==> src/rtl/vram_pkg.sv <==
// Shared types for the video RAM arbiter: drain FSM states, default widths
// and the posted-write entry layout.
package vram_pkg;

    localparam int VRAM_ADDR_W = 19;
    localparam int VRAM_DATA_W = 8;

    typedef enum logic [1:0] {
        ST_IDLE,
        ST_SETUP,
        ST_STROBE,
        ST_HOLD
    } drain_state_e;

    typedef struct packed {
        logic [VRAM_ADDR_W-1:0] addr;
        logic [VRAM_DATA_W-1:0] data;
    } wr_entry_t;

    // Occupancy counter must reach DEPTH itself, hence one bit over the pointer width.
    function automatic int cnt_w(input int depth);
        return $clog2(depth) + 1;
    endfunction

endpackage

==> src/rtl/vram_wr_fifo.sv <==
// Posted-write circular buffer. Besides push/pop it offers an address lookup
// that returns the newest queued data for that address (read forwarding).
module vram_wr_fifo
    import vram_pkg::*;
#(
    parameter int ADDR_W = VRAM_ADDR_W,
    parameter int DATA_W = VRAM_DATA_W,
    parameter int DEPTH  = 4
) (
    input  logic                      clk_i,
    input  logic                      rst_n_i,
    input  logic                      push_i,
    input  logic [ADDR_W-1:0]         push_addr_i,
    input  logic [DATA_W-1:0]         push_data_i,
    input  logic                      pop_i,
    output logic [ADDR_W-1:0]         head_addr_o,
    output logic [DATA_W-1:0]         head_data_o,
    output logic                      full_o,
    output logic [cnt_w(DEPTH)-1:0]   count_o,
    input  logic [ADDR_W-1:0]         lookup_addr_i,
    output logic                      hit_o,
    output logic [DATA_W-1:0]         hit_data_o
);

    localparam int PW = $clog2(DEPTH);
    localparam int CW = cnt_w(DEPTH);

    logic [ADDR_W-1:0] addr_mem [DEPTH];
    logic [DATA_W-1:0] data_mem [DEPTH];
    logic [PW-1:0]     wr_ptr_q, wr_ptr_d, rd_ptr_q, rd_ptr_d, slot;
    logic [CW-1:0]     count_q, count_d;
    logic              push_ok, pop_ok;

    assign full_o      = (count_q == CW'(DEPTH));
    assign count_o     = count_q;
    assign push_ok     = push_i && !full_o;
    assign pop_ok      = pop_i && (count_q != '0);
    assign head_addr_o = addr_mem[rd_ptr_q];
    assign head_data_o = data_mem[rd_ptr_q];

    always_comb begin
        wr_ptr_d = push_ok ? wr_ptr_q + 1'b1 : wr_ptr_q;
        rd_ptr_d = pop_ok  ? rd_ptr_q + 1'b1 : rd_ptr_q;
        count_d  = count_q + CW'(push_ok) - CW'(pop_ok);
    end

    always_ff @(posedge clk_i) begin
        if (push_ok) begin
            addr_mem[wr_ptr_q] <= push_addr_i;
            data_mem[wr_ptr_q] <= push_data_i;
        end
    end

    always_ff @(posedge clk_i or negedge rst_n_i) begin
        if (!rst_n_i) begin
            wr_ptr_q <= '0;
            rd_ptr_q <= '0;
            count_q  <= '0;
        end else begin
            wr_ptr_q <= wr_ptr_d;
            rd_ptr_q <= rd_ptr_d;
            count_q  <= count_d;
        end
    end

    // Walk oldest to newest so the last hit (newest write) wins.
    always_comb begin
        hit_o      = 1'b0;
        hit_data_o = '0;
        slot       = '0;
        for (int i = 0; i < DEPTH; i++) begin
            slot = rd_ptr_q + PW'(i);
            if ((CW'(i) < count_q) && (addr_mem[slot] == lookup_addr_i)) begin
                hit_o      = 1'b1;
                hit_data_o = data_mem[slot];
            end
        end
    end

endmodule

==> src/rtl/vram_arbiter.sv <==
// Shares one async SRAM between the ISA port (posted writes, forwarded reads)
// and the CRTC pixel fetch port.
//
// state  | meaning
// IDLE   | SRAM free for pixel fetch / ISA read
// SETUP  | head address and data driven, WE high
// STROBE | WE low, entry popped on exit
// HOLD   | WE high, address and data held for SRAM hold time
module vram_arbiter
    import vram_pkg::*;
#(
    parameter int ADDR_W   = VRAM_ADDR_W,
    parameter int DATA_W   = VRAM_DATA_W,
    parameter int WR_DEPTH = 4,
    parameter int DIN_DLY  = 2,
    parameter int SNOW_EN  = 1
) (
    input  logic              clk_i,
    input  logic              rst_n_i,
    input  logic [ADDR_W-1:0] isa_addr_i,
    input  logic [DATA_W-1:0] isa_din_i,
    output logic [DATA_W-1:0] isa_dout_o,
    input  logic              isa_read_i,
    input  logic              isa_write_i,
    output logic              wr_full_o,
    output logic              wr_overflow_o,
    input  logic [ADDR_W-1:0] pixel_addr_i,
    input  logic              pixel_read_i,
    output logic [DATA_W-1:0] pixel_data_o,
    output logic [ADDR_W-1:0] ram_a_o,
    input  logic [DATA_W-1:0] ram_din_i,
    output logic [DATA_W-1:0] ram_dout_o,
    output logic              ram_dout_en_o,
    output logic              ram_ce_l_o,
    output logic              ram_oe_l_o,
    output logic              ram_we_l_o
);

    localparam int          CW       = cnt_w(WR_DEPTH);
    localparam bit          SNOW     = (SNOW_EN != 0);
    localparam logic [2:0]  CAP_LOAD = 3'(DIN_DLY - 1);

    drain_state_e      state_q, state_d;
    logic              wr_prev_q, cap_busy_q, cap_busy_d, cap_push, wr_rise;
    logic [2:0]        cap_cnt_q, cap_cnt_d;
    logic [ADDR_W-1:0] cap_addr_q, cap_addr_d, drn_addr_q, drn_addr_d, head_addr;
    logic [DATA_W-1:0] drn_data_q, drn_data_d, head_data, hit_data;
    logic [DATA_W-1:0] pixel_q, pixel_d;
    logic              ovf_q, ovf_d;
    logic [CW-1:0]     fifo_count;
    logic              fifo_full, fifo_empty, fifo_pop, hit, drive_en, we_act, permit;

    vram_wr_fifo #(
        .ADDR_W (ADDR_W),
        .DATA_W (DATA_W),
        .DEPTH  (WR_DEPTH)
    ) u_fifo (
        .clk_i         (clk_i),
        .rst_n_i       (rst_n_i),
        .push_i        (cap_push),
        .push_addr_i   (cap_addr_q),
        .push_data_i   (isa_din_i),
        .pop_i         (fifo_pop),
        .head_addr_o   (head_addr),
        .head_data_o   (head_data),
        .full_o        (fifo_full),
        .count_o       (fifo_count),
        .lookup_addr_i (isa_addr_i),
        .hit_o         (hit),
        .hit_data_o    (hit_data)
    );

    assign fifo_empty = (fifo_count == '0);
    assign wr_rise    = isa_write_i && !wr_prev_q;

    // Data is pushed the cycle it is captured, so the FIFO lookup already
    // covers every write whose data is known.
    always_comb begin
        cap_busy_d = cap_busy_q;
        cap_cnt_d  = cap_cnt_q;
        cap_addr_d = cap_addr_q;
        cap_push   = 1'b0;
        if (wr_rise) begin
            cap_busy_d = 1'b1;
            cap_cnt_d  = CAP_LOAD;
            cap_addr_d = isa_addr_i;
        end else if (cap_busy_q) begin
            if (cap_cnt_q == 3'd0) begin
                cap_push   = 1'b1;
                cap_busy_d = 1'b0;
            end else begin
                cap_cnt_d = cap_cnt_q - 3'd1;
            end
        end
    end

    assign ovf_d  = ovf_q || (cap_push && fifo_full);
    assign permit = SNOW || !pixel_read_i || fifo_full;

    always_comb begin
        state_d    = state_q;
        drn_addr_d = drn_addr_q;
        drn_data_d = drn_data_q;
        fifo_pop   = 1'b0;
        drive_en   = 1'b0;
        we_act     = 1'b0;
        case (state_q)
            ST_IDLE: begin
                if (!fifo_empty && !isa_read_i && permit) begin
                    state_d    = ST_SETUP;
                    drn_addr_d = head_addr;
                    drn_data_d = head_data;
                end
            end
            ST_SETUP: begin
                drive_en = !isa_read_i;
                state_d  = isa_read_i ? ST_IDLE : ST_STROBE;
            end
            ST_STROBE: begin
                drive_en = !isa_read_i;
                if (isa_read_i) begin
                    state_d = ST_IDLE;
                end else begin
                    state_d  = ST_HOLD;
                    we_act   = 1'b1;
                    fifo_pop = 1'b1;
                end
            end
            ST_HOLD: begin
                drive_en = 1'b1;
                state_d  = ST_IDLE;
            end
            default: state_d = ST_IDLE;
        endcase
    end

    assign pixel_d = (isa_read_i || state_q != ST_IDLE) ? '1 : ram_din_i;

    always_ff @(posedge clk_i or negedge rst_n_i) begin
        if (!rst_n_i) begin
            state_q    <= ST_IDLE;
            wr_prev_q  <= 1'b0;
            cap_busy_q <= 1'b0;
            cap_cnt_q  <= '0;
            cap_addr_q <= '0;
            drn_addr_q <= '0;
            drn_data_q <= '0;
            pixel_q    <= '0;
            ovf_q      <= 1'b0;
        end else begin
            state_q    <= state_d;
            wr_prev_q  <= isa_write_i;
            cap_busy_q <= cap_busy_d;
            cap_cnt_q  <= cap_cnt_d;
            cap_addr_q <= cap_addr_d;
            drn_addr_q <= drn_addr_d;
            drn_data_q <= drn_data_d;
            pixel_q    <= pixel_d;
            ovf_q      <= ovf_d;
        end
    end

    assign ram_a_o       = isa_read_i ? isa_addr_i :
                           (state_q != ST_IDLE) ? drn_addr_q : pixel_addr_i;
    assign ram_dout_o    = drn_data_q;
    assign ram_dout_en_o = drive_en;
    assign ram_oe_l_o    = drive_en;
    assign ram_we_l_o    = !we_act;
    assign ram_ce_l_o    = 1'b0;
    assign isa_dout_o    = hit ? hit_data : ram_din_i;
    assign pixel_data_o  = pixel_q;
    assign wr_full_o     = fifo_full;
    assign wr_overflow_o = ovf_q;

endmodule

==> config.mk <==
export PLATFORM = sky130hd
export DESIGN_NAME = vram_arbiter
export DESIGN_NICKNAME = d
export VERILOG_FILES = /design/src/rtl/vram_pkg.sv /design/src/rtl/vram_wr_fifo.sv /design/src/rtl/vram_arbiter.sv
export SDC_FILE = /design/constraint.sdc
export NUM_CORES = 1
export LEC_CHECK = 0
export CAP_MARGIN = 10
export CORE_UTILIZATION = 30
export CTS_BUF_LIST = sky130_fd_sc_hd__clkbuf_2 sky130_fd_sc_hd__clkbuf_4 sky130_fd_sc_hd__clkbuf_8
export DETAILED_ROUTE_END_ITERATION = 12
export SLEW_MARGIN = 20
export SYNTH_ARGS = -nofsm -noshare
export SYNTH_HDL_FRONTEND = slang
export SYNTH_HIERARCHICAL = 1
export SYNTH_SLANG_ARGS = --single-unit
==> constraint.sdc <==
create_clock -name clk_i -period 6.35 [get_ports clk_i]
set_input_delay 0.635 -clock clk_i [delete_from_list [all_inputs] [get_ports clk_i]]
set_output_delay 0.635 -clock clk_i [all_outputs]
set_load 0.01 [all_outputs]
== Yosys cells after proc, flatten, opt, wreduce, memory -nomap -nowiden ==
Memories as Yosys holds them, arrays and structs flattened.
Cells that the tools add are included.
Cells by class
  $add $sub $neg: 7
  $mul: 0
  div/mod/pow operators: 0
  $lt $le $gt $ge: 4
  eq/ne operators: 10
  shift-type cells: 0
  mux-type cells: 30
  bitwise logic cells: 0
  reductions and logical operators: 25
Operators with widths (count)
  equality test 19 bit: 4
  two-way mux 8 bit: 6
  two-way mux 19 bit: 2
  two-way mux 1 bit: 14
  logical AND 1 bit: 9
  two-way mux 3 bit: 3
  case mux 2 bit (4 select lines): 1
  logical NOT 3 bit: 2
  < comparator 1 x 3 -> 1 bit, first input constant: 2
  < comparator 2 x 3 -> 1 bit, first input constant: 2
  two-way mux 2 bit: 3
  logical NOT 1 bit: 5
  adder 2 x 1 -> 2 bit, second input constant: 2
  adder 2 bit, second input constant: 2
  equality test 2 bit, second input constant: 2
  != test 2 bit, second input constant: 2
  AND reduction 2 bit: 2
  nonzero test 2 bit: 2
  adder 3 x 1 -> 3 bit: 1
  equality test 3 bit, second input constant: 1
  nonzero test 3 bit: 1
  subtractor 3 x 1 -> 3 bit: 1
  subtractor 3 x 1 -> 3 bit, second input constant: 1
  equality test 2 x 1 -> 1 bit, second input constant: 1
  other kinds (4): 5
Word-level totals
  register bits: 69
  latch bits: 0
  bits in writable memories: 108
  ROM bits: 0
  output and inout bits: 49
  word-level logic and storage cells: 90
  memories kept: 2
Memories
  u_fifo.addr_mem: depth 4, bits a word 19, read ports 4, clocked after memory_dff 0, write ports 1, RTL line vram_wr_fifo.sv:28  | logic [ADDR_W-1:0] addr_mem [DEPTH];
  u_fifo.data_mem: depth 4, bits a word 8, read ports 4, clocked after memory_dff 0, write ports 1, RTL line vram_wr_fifo.sv:29  | logic [DATA_W-1:0] data_mem [DEPTH];

== Longest topological paths before layout ==
Gate-level depths: netlist of the first run.
An unclocked memory read counts as a cell.
  depth in word-level cells: 8
  depth in mapped cells: 17

== Hierarchy ==
Netlist of the first run, hierarchy kept.
Modules (own cells, without submodules)
  vram_wr_fifo: times used 1, cells each 591, area each 7775.0 um^2, sequential area each 3418.3 um^2
  vram_arbiter: times used 1, cells each 239, area each 3051.7 um^2, sequential area each 1551.5 um^2

== Least setup slack after synthesis of the first run ==
No wires, ideal clock.
  path type: register -> output
  start point: reg u_fifo.rd_ptr_q[1]
  end point: out isa_dout_o[0]
  data arrival time: 3.328 ns
  data required time: 5.715 ns
  slack: 2.387 ns
  cell stages (with the launch flop): 14
  cell sequence: dfrtp_1 buf_6 buf_12 mux4_2 xnor2_1 nand4_1 or4_1 or4_4 buf_6 nand2b_1 buf_4 nand3b_1 clkbuf_1 mux2_2
On the way
  word-level cells in the longest chain between the ends: 8
  elaborated cells between the ends (all ways): 22
  those cells by class: add/sub: 3; eq/ne: 4; mux: 9; reduce/logical: 4; memory: 2
RTL lines
  from (decl): RTL line vram_wr_fifo.sv:30  | logic [PW-1:0] wr_ptr_q, wr_ptr_d, rd_ptr_q, rd_ptr_d, slot;
  from (signal assigned): RTL line vram_wr_fifo.sv:61  | rd_ptr_q <= rd_ptr_d;
  adder 2 x 1 -> 2 bit / memory read (4 x 19 bit) (equally long branches)
  memory read (4 x 19 bit) *
  equality test 19 bit / logical AND 1 bit (equally long branches): RTL line vram_wr_fifo.sv:73  | if ((CW'(i) < count_q) && (addr_mem[slot] == lookup_addr_i)) begin
  logical AND 1 bit / two-way mux 1 bit (equally long branches): RTL line vram_wr_fifo.sv:73
  two-way mux 1 bit (2 in a row): RTL line vram_wr_fifo.sv:73
  two-way mux 1 bit *: RTL line vram_wr_fifo.sv:73
  net hit: RTL line vram_arbiter.sv:51  | logic fifo_full, fifo_empty, fifo_pop, hit, drive_en, we_act, permit;
  two-way mux 8 bit *: RTL line vram_arbiter.sv:170  | assign isa_dout_o = hit ? hit_data : ram_din_i;
  to (decl): RTL line vram_arbiter.sv:22  | output logic [DATA_W-1:0] isa_dout_o,
Mark *: on every way through the listed nets, which the timed path passes. The rest lies on a longest branch.

== Worst setup path in the final report of the first run ==
  start point: reg u_fifo.rd_ptr_q[1]
  end point: out isa_dout_o[1]
Same word-level chain as after synthesis.

==> results_dict.tcl, run 1 <==
set metrics [dict create \
    status "finished clean" \
    grt_pass1_wl_mm 41.4 \
    antenna_found_initial 1 \
    rsz0062_at_grt "false" \
    fin_crit_ns 5.99 \
    dieWidth_um 192 \
    tns_ns 0 \
    rr_startpoint "state_q[1]" \
    boundaryPins 108 \
    mostFrequentLayoutCells "mux2i_1, edfxtp_1, clkdlybuf4s50_1" \
    setup_viol_count_final 0 \
    grt_use_total_pct 15.1 \
    multi_input_area_um2 5300 \
    drv_cap 0 \
    cpPeakStageDelay_ns 0.84 \
    period_share_pct 94.4 \
    clk_pin_slew_ns 0.10 \
    cts_tree "done" \
    grt_pass1_vias 6861 \
    cts.htree.levels 4 \
    async_flop_share_pct 39.0 \
    port-buffer-count 105 \
    synth_edf_count 108 \
    grt_overflow 0 \
    drtIter0Drc 475 \
    met1_usage_pct 20.2 \
    row_count 69 \
    ys_warn_count 6 \
    ir_worst_vdd_mv 0.213 \
    syn_to_final_growth_pct 15.5 \
    powerDensity_nw_per_um2 391 \
    clockBufferDepth 2 \
    regToRegSetupSlack_ns 3.14 \
    finalWeightedCongestion 0.835 \
    busiest_layer "met2" \
    path_max_fanout 37 \
    cp.required_ns 5.71 \
    hpwl_mm 19.0 \
    grt_max_degree 54 \
    critPathSlowestCell "dfrtp_4" \
    cts_root_buffer "clkbuf_8" \
    slew_headroom_pct 37.5 \
    wl_per_cell_um 19.9 \
    r2r_end "drn_addr_q[4]" \
    synthCells 830 \
    ys_seq_area_share_pct 45.9 \
    start_util_pct 30.4 \
    hold_viol_final 0 \
    crit_path_end_kind "output pin" \
    worst_ep_arrival_time_ns 5.36 \
    viasPerCell 5.07 \
    clkLatencyLatePin_ns 0.47 \
    first_pass_iters 5 \
    worst_hold_path_type "register to register" \
    cts-buffers-inserted 17 \
    skew_ns 0.0161 \
    path_cells "mux4_2 -> xnor2_1 -> nand4_1 -> or4_1 -> or4_4 -> nand2b_1 -> nand3b_1 -> mux2_2 -> clkdlybuf4s50_1" \
    synth_seq_cells 177 \
    layout_commonest_cell "mux2i_1" \
    fillCellCount 3520 \
    synth.avg_cell_area_um2 13.0 \
    antenna_cells 0 \
    drv_slew 0 \
    nNetsFinal 979 \
    final_layout_size_suffix_gt1_share_pct 18.7 \
    synthesis.area_um2 10800 \
    wl_mm 27.4 \
    startpoint_type "register" \
    total_power_mw 4.89 \
    ant_nets 0 \
    design.core.area_um2 35600 \
    syn_nets 904 \
    die_y_um 192 \
    grt_util_met2_pct 25.4 \
    die_area_um2 36900 \
    use_met3_pct 2.58 \
    fmax_mhz 167 \
    seqCellArea_um2 4980 \
    crit_start "u_fifo/rd_ptr_q[1]" \
    drcViolationCount 0 \
    synth_flop_cell "edfxtp_1" \
    r2r_cells 6 \
    tightest_slew_ns 0.937 \
    leakagePower_nw 4.59 \
    vias 6985 \
    synth_cell_type_count 68 \
    critPathKind "register to output pin" \
    worstSetupEndpoint "isa_dout_o[1]" \
    cts_sinks 177 \
]
==> cell usage after synthesis (8+ instances only) <==
library cell | count | area (um2)
nor2b_1 | 11 | 68.8
xnor2_1 | 53 | 464
mux2i_1 | 110 | 1100
nand4_1 | 9 | 56.3
inv_1 | 22 | 82.6
o21ai_0 | 27 | 135
a211oi_1 | 11 | 82.6
nor3_1 | 12 | 60.1
clkbuf_1 | 20 | 75.1
edfxtp_1 | 108 | 3240
nor2_1 | 14 | 52.6
nand2_1 | 53 | 199
mux2_2 | 38 | 428
ha_1 | 14 | 175
and3_1 | 8 | 50.1
buf_2 | 12 | 60.1
xor2_1 | 20 | 175
a21oi_1 | 19 | 95.1
and2_1 | 10 | 62.6
buf_6 | 15 | 169
mux2_4 | 19 | 285
dfrtp_1 | 69 | 1730
mux4_2 | 42 | 946
==> worst max-delay path, delay by kind of cell, from the launching register on <==
kind	cells	cell delay [ns]
flip-flops	1	0.84
XOR/XNOR	1	0.37
AND/OR/NAND/NOR	5	2.16
buffers and inverters	1	0.48
multiplexers	2	0.99
==> area by class of cell <==
cell class,instances,area share [%]
well taps,461,4.61
flip-flops and latches,177,39.8
repair buffers,123,9.65
multi-input cells,564,42.4
inverters,22,0.660
clock inverters,15,1.03
clock buffers,17,1.87
==> power breakdown <==
group	switching (mW)	leakage (nW)	total (mW)	internal, mW
Sequential	0.256	1.77	1.73	1.48
Clock	0.458	0.165	0.740	0.282
Combinational	1.18	2.65	2.42	1.24
==> sequential cells by signal, summed over array words and instances (netlist names) <==
name,cells
cap_addr_q,19
cap_busy_q,1
cap_cnt_q,3
drn_addr_q,19
pixel_data_o,8
ram_dout_o,8
state_q,2
u_fifo/addr_mem,76
u_fifo/count_o,3
u_fifo/data_mem,32
u_fifo/rd_ptr_q,2
u_fifo/wr_ptr_q,2
wr_overflow_o,1
wr_prev_q,1
==> metrics by stage <==
stage	cells	hold WS [ns]	setup WS [ns]	area, um2	utilization [%]
5_1_grt	1379	0.490	0.112	12500	35.2
4_1_cts	1378	0.476	0.230	12500	35.1
6_report	1379	0.470	0.357	12500	35.2
2_1_floorplan	830	0.339	2.39	10800	-
3_3_place_gp	1345	0.445	0.779	12100	34.1
3_5_place_dp	1345	0.452	0.770	12100	34.1
==> how the worst min path moves through the flow <==
stage | startpoint | end | slack (ns) | cells past startpoint
after floorplan | rst_n_i | cap_addr_q[0] | 0.34 | 0
after global placement | wr_overflow_o | wr_overflow_o | 0.44 | 1
after detailed placement | wr_overflow_o | wr_overflow_o | 0.45 | 1
after CTS | wr_overflow_o | wr_overflow_o | 0.48 | 1
after global routing | wr_overflow_o | wr_overflow_o | 0.49 | 1
final | wr_overflow_o | wr_overflow_o | 0.47 | 1
==> timing repair <==
item / 4_1_cts / 5_1_grt
hold buffers: 1 / 0
gates resized for setup: 0 / 0
hold endpoints to repair: 1 / 0
setup buffers: 0 / 1
setup endpoints to repair: 0 / 8
==> per-layer routing <==
metal  routed length (um)  vias up
met5                   11        -
met4                  329        2
met3                 1040       19
met2                13400      171
met1                12600     3530
li1                     -     3263
==> cells by family after synthesis <==
logic type      share of synthesized area, %
xor+xnor                                5.91
other cells                           0.0346
flops                                   45.9
buf+inv                                 5.19
fa+ha+maj                               1.80
mux                                     26.2
simple gates                            7.71
compound gates                          7.23
No activity file was read; power rests on OpenSTA's default activity.
==> inputs of run 2 (changes only) <==
--- a/config.mk
+++ b/config.mk
@@ -6,7 +6,7 @@
 export NUM_CORES = 1
 export LEC_CHECK = 0
 export CAP_MARGIN = 10
-export CORE_UTILIZATION = 30
+export CORE_UTILIZATION = 25
 export CTS_BUF_LIST = sky130_fd_sc_hd__clkbuf_2 sky130_fd_sc_hd__clkbuf_4 sky130_fd_sc_hd__clkbuf_8
 export DETAILED_ROUTE_END_ITERATION = 12
 export SLEW_MARGIN = 20
==> results_dict.tcl, run 2 (synthesis results as in run 1) <==
set metrics [dict create \
    tns_ns 0 \
    nNetsFinal 976 \
    worst_ep_arrival_time_ns 5.43 \
    fillCellCount 4276 \
    start_util_pct 25.6 \
    layout_commonest_cell "mux2i_1" \
    rsz0062_at_grt "false" \
    syn_to_final_growth_pct 16.9 \
    post_cts_buffers 0 \
    cts_sinks 177 \
    reg_top3 "u_fifo/addr_mem x76, u_fifo/data_mem x32" \
    ant_nets 0 \
    drtIter0Drc 555 \
    critPathSlowestCell "dfrtp_4" \
    leakagePower_nw 4.61 \
    place_ws_ns 0.919 \
    drv_slew 0 \
    fin_crit_ns 6.07 \
    regToRegSetupSlack_ns 3.11 \
    clkLatencyLatePin_ns 0.49 \
    largest_reg_flops 76 \
    viasPerCell 4.72 \
    path_max_fanout 57 \
    dpl_cell_area_um2 12300 \
    wl_per_cell_um 18.3 \
    r2r_end "drn_addr_q[6]" \
    skew_ns 0.0164 \
    critPathBufInv 2 \
    clockBufferDepth 2 \
    die_area_um2 44100 \
    fin_util_pct 29.9 \
    clk_pin_slew_ns 0.11 \
    slew_headroom_pct 35.9 \
    total_power_mw 4.92 \
    mostFrequentLayoutCells "mux2i_1, edfxtp_1, clkdlybuf4s50_1" \
    largest-register "u_fifo/addr_mem" \
    ir_worst_vdd_mv 0.215 \
    path_cells "mux4_2 -> a22oi_1 -> nand4_1 -> nor4_1 -> nand4_1 -> nor2b_1 -> buf_4 -> a21oi_1 -> o311ai_0 -> mux2_2 -> clkdlybuf4s50_1" \
    startpoint_type "register" \
    cts-buffers-inserted 17 \
    ctsHoldBuffers 0 \
    finalWeightedCongestion 0.819 \
    design.core.area_um2 42300 \
    cts_tree "done" \
    rr_startpoint "state_q[1]" \
    tightest_slew_ns 0.961 \
    r2r_cells 6 \
    port-buffer-count 105 \
    cts.htree.levels 4 \
    boundaryPins 108 \
    powerDensity_nw_per_um2 389 \
    antenna_found_initial 0 \
    drv_cap 0 \
    cts_root_buffer "clkbuf_8" \
    cp.required_ns 5.71 \
    cpPeakStageDelay_ns 1.04 \
    grt_use_total_pct 12.5 \
    row_count 75 \
    grt_pass1_wl_mm 41.5 \
    hold_viol_final 0 \
    dpl.cell_count 1460 \
    drcViolationCount 0 \
    grt_pass1_vias 6922 \
    antenna_cells 0 \
    fin_area_um2 12700 \
    worst_slack_ns 0.283 \
    worst_hold_path_type "input pin to async pin" \
    path_common_cell "nand4_1" \
    setup_viol_count_final 0 \
    hpwl_mm 18.9 \
    die_y_um 210 \
    critPathKind "register to output pin" \
    first_pass_iters 5 \
    grt_max_degree 58 \
    crit_path_end_kind "output pin" \
    vias 7043 \
    grt_overflow 0 \
    final_layout_size_suffix_gt1_share_pct 18.7 \
    whs_ns 0.101 \
    period_share_pct 95.5 \
    stdcell_count 1492 \
    ctsResizeCount 0 \
    dieWidth_um 210 \
    fmax_mhz 165 \
    path_delay_family "simple AND/OR/NAND/NOR gates" \
    status "finished clean" \
    wl_mm 27.3 \
]
## run 2: cell types whose count changed in the layout (fill, tap and decap cells not counted)
| cell | before | now |
|---|---|---|
| clkinvlp_4 | 7 | 1 |
| dlygate4sd3_1 | 1 | 0 |
| nand2b_1 | 7 | 6 |
| nand2b_2 | 0 | 1 |
| inv_6 | 2 | 5 |
| bufinv_16 | 0 | 1 |
| clkinv_4 | 1 | 4 |
| clkinv_2 | 1 | 0 |
| buf_4 | 16 | 14 |
## run 2: power breakdown
| group | internal [mW] | switching, mW |
|---|---|---|
| sequential | 1.48 | 0.280 |
| combinational | 1.23 | 1.14 |
| clock | 0.329 | 0.462 |
| total | 3.04 | 1.88 |
## run 2: cell type report
type / instances / area, um2 / area share (%)
Inverter: 22 / 82.6 / 0.652
Clock buffer: 17 / 234 / 1.85
Tap cell: 577 / 722 / 5.70
Timing Repair Buffer: 120 / 1180 / 9.33
Clock inverter: 15 / 161 / 1.27
Sequential cell: 177 / 4980 / 39.3
Multi-Input combinational cell: 564 / 5300 / 41.9
## run 2: worst max-delay path by stage
stage                       startpoint            end  slack (ns)  cells past startpoint
floorplan           u_fifo/rd_ptr_q[1]  isa_dout_o[0]        2.39                     13
CTS                 u_fifo/rd_ptr_q[0]  isa_dout_o[4]        0.35                      9
detailed placement      isa_addr_i[13]  isa_dout_o[6]        0.92                     12
global placement        isa_addr_i[13]  isa_dout_o[6]        0.87                     12
finish              u_fifo/rd_ptr_q[0]  isa_dout_o[6]        0.28                     11
global route        u_fifo/rd_ptr_q[0]  isa_dout_o[6]        0.03                     11
## run 2: metal layers
metal	GRT usage, %	wire (um)	vias to the layer above
li1	-	-	3265
met1	17.1	12700	3539
met2	20.5	13000	228
met3	2.44	1500	11
met4	2.69	191	0
met5	0	0	-
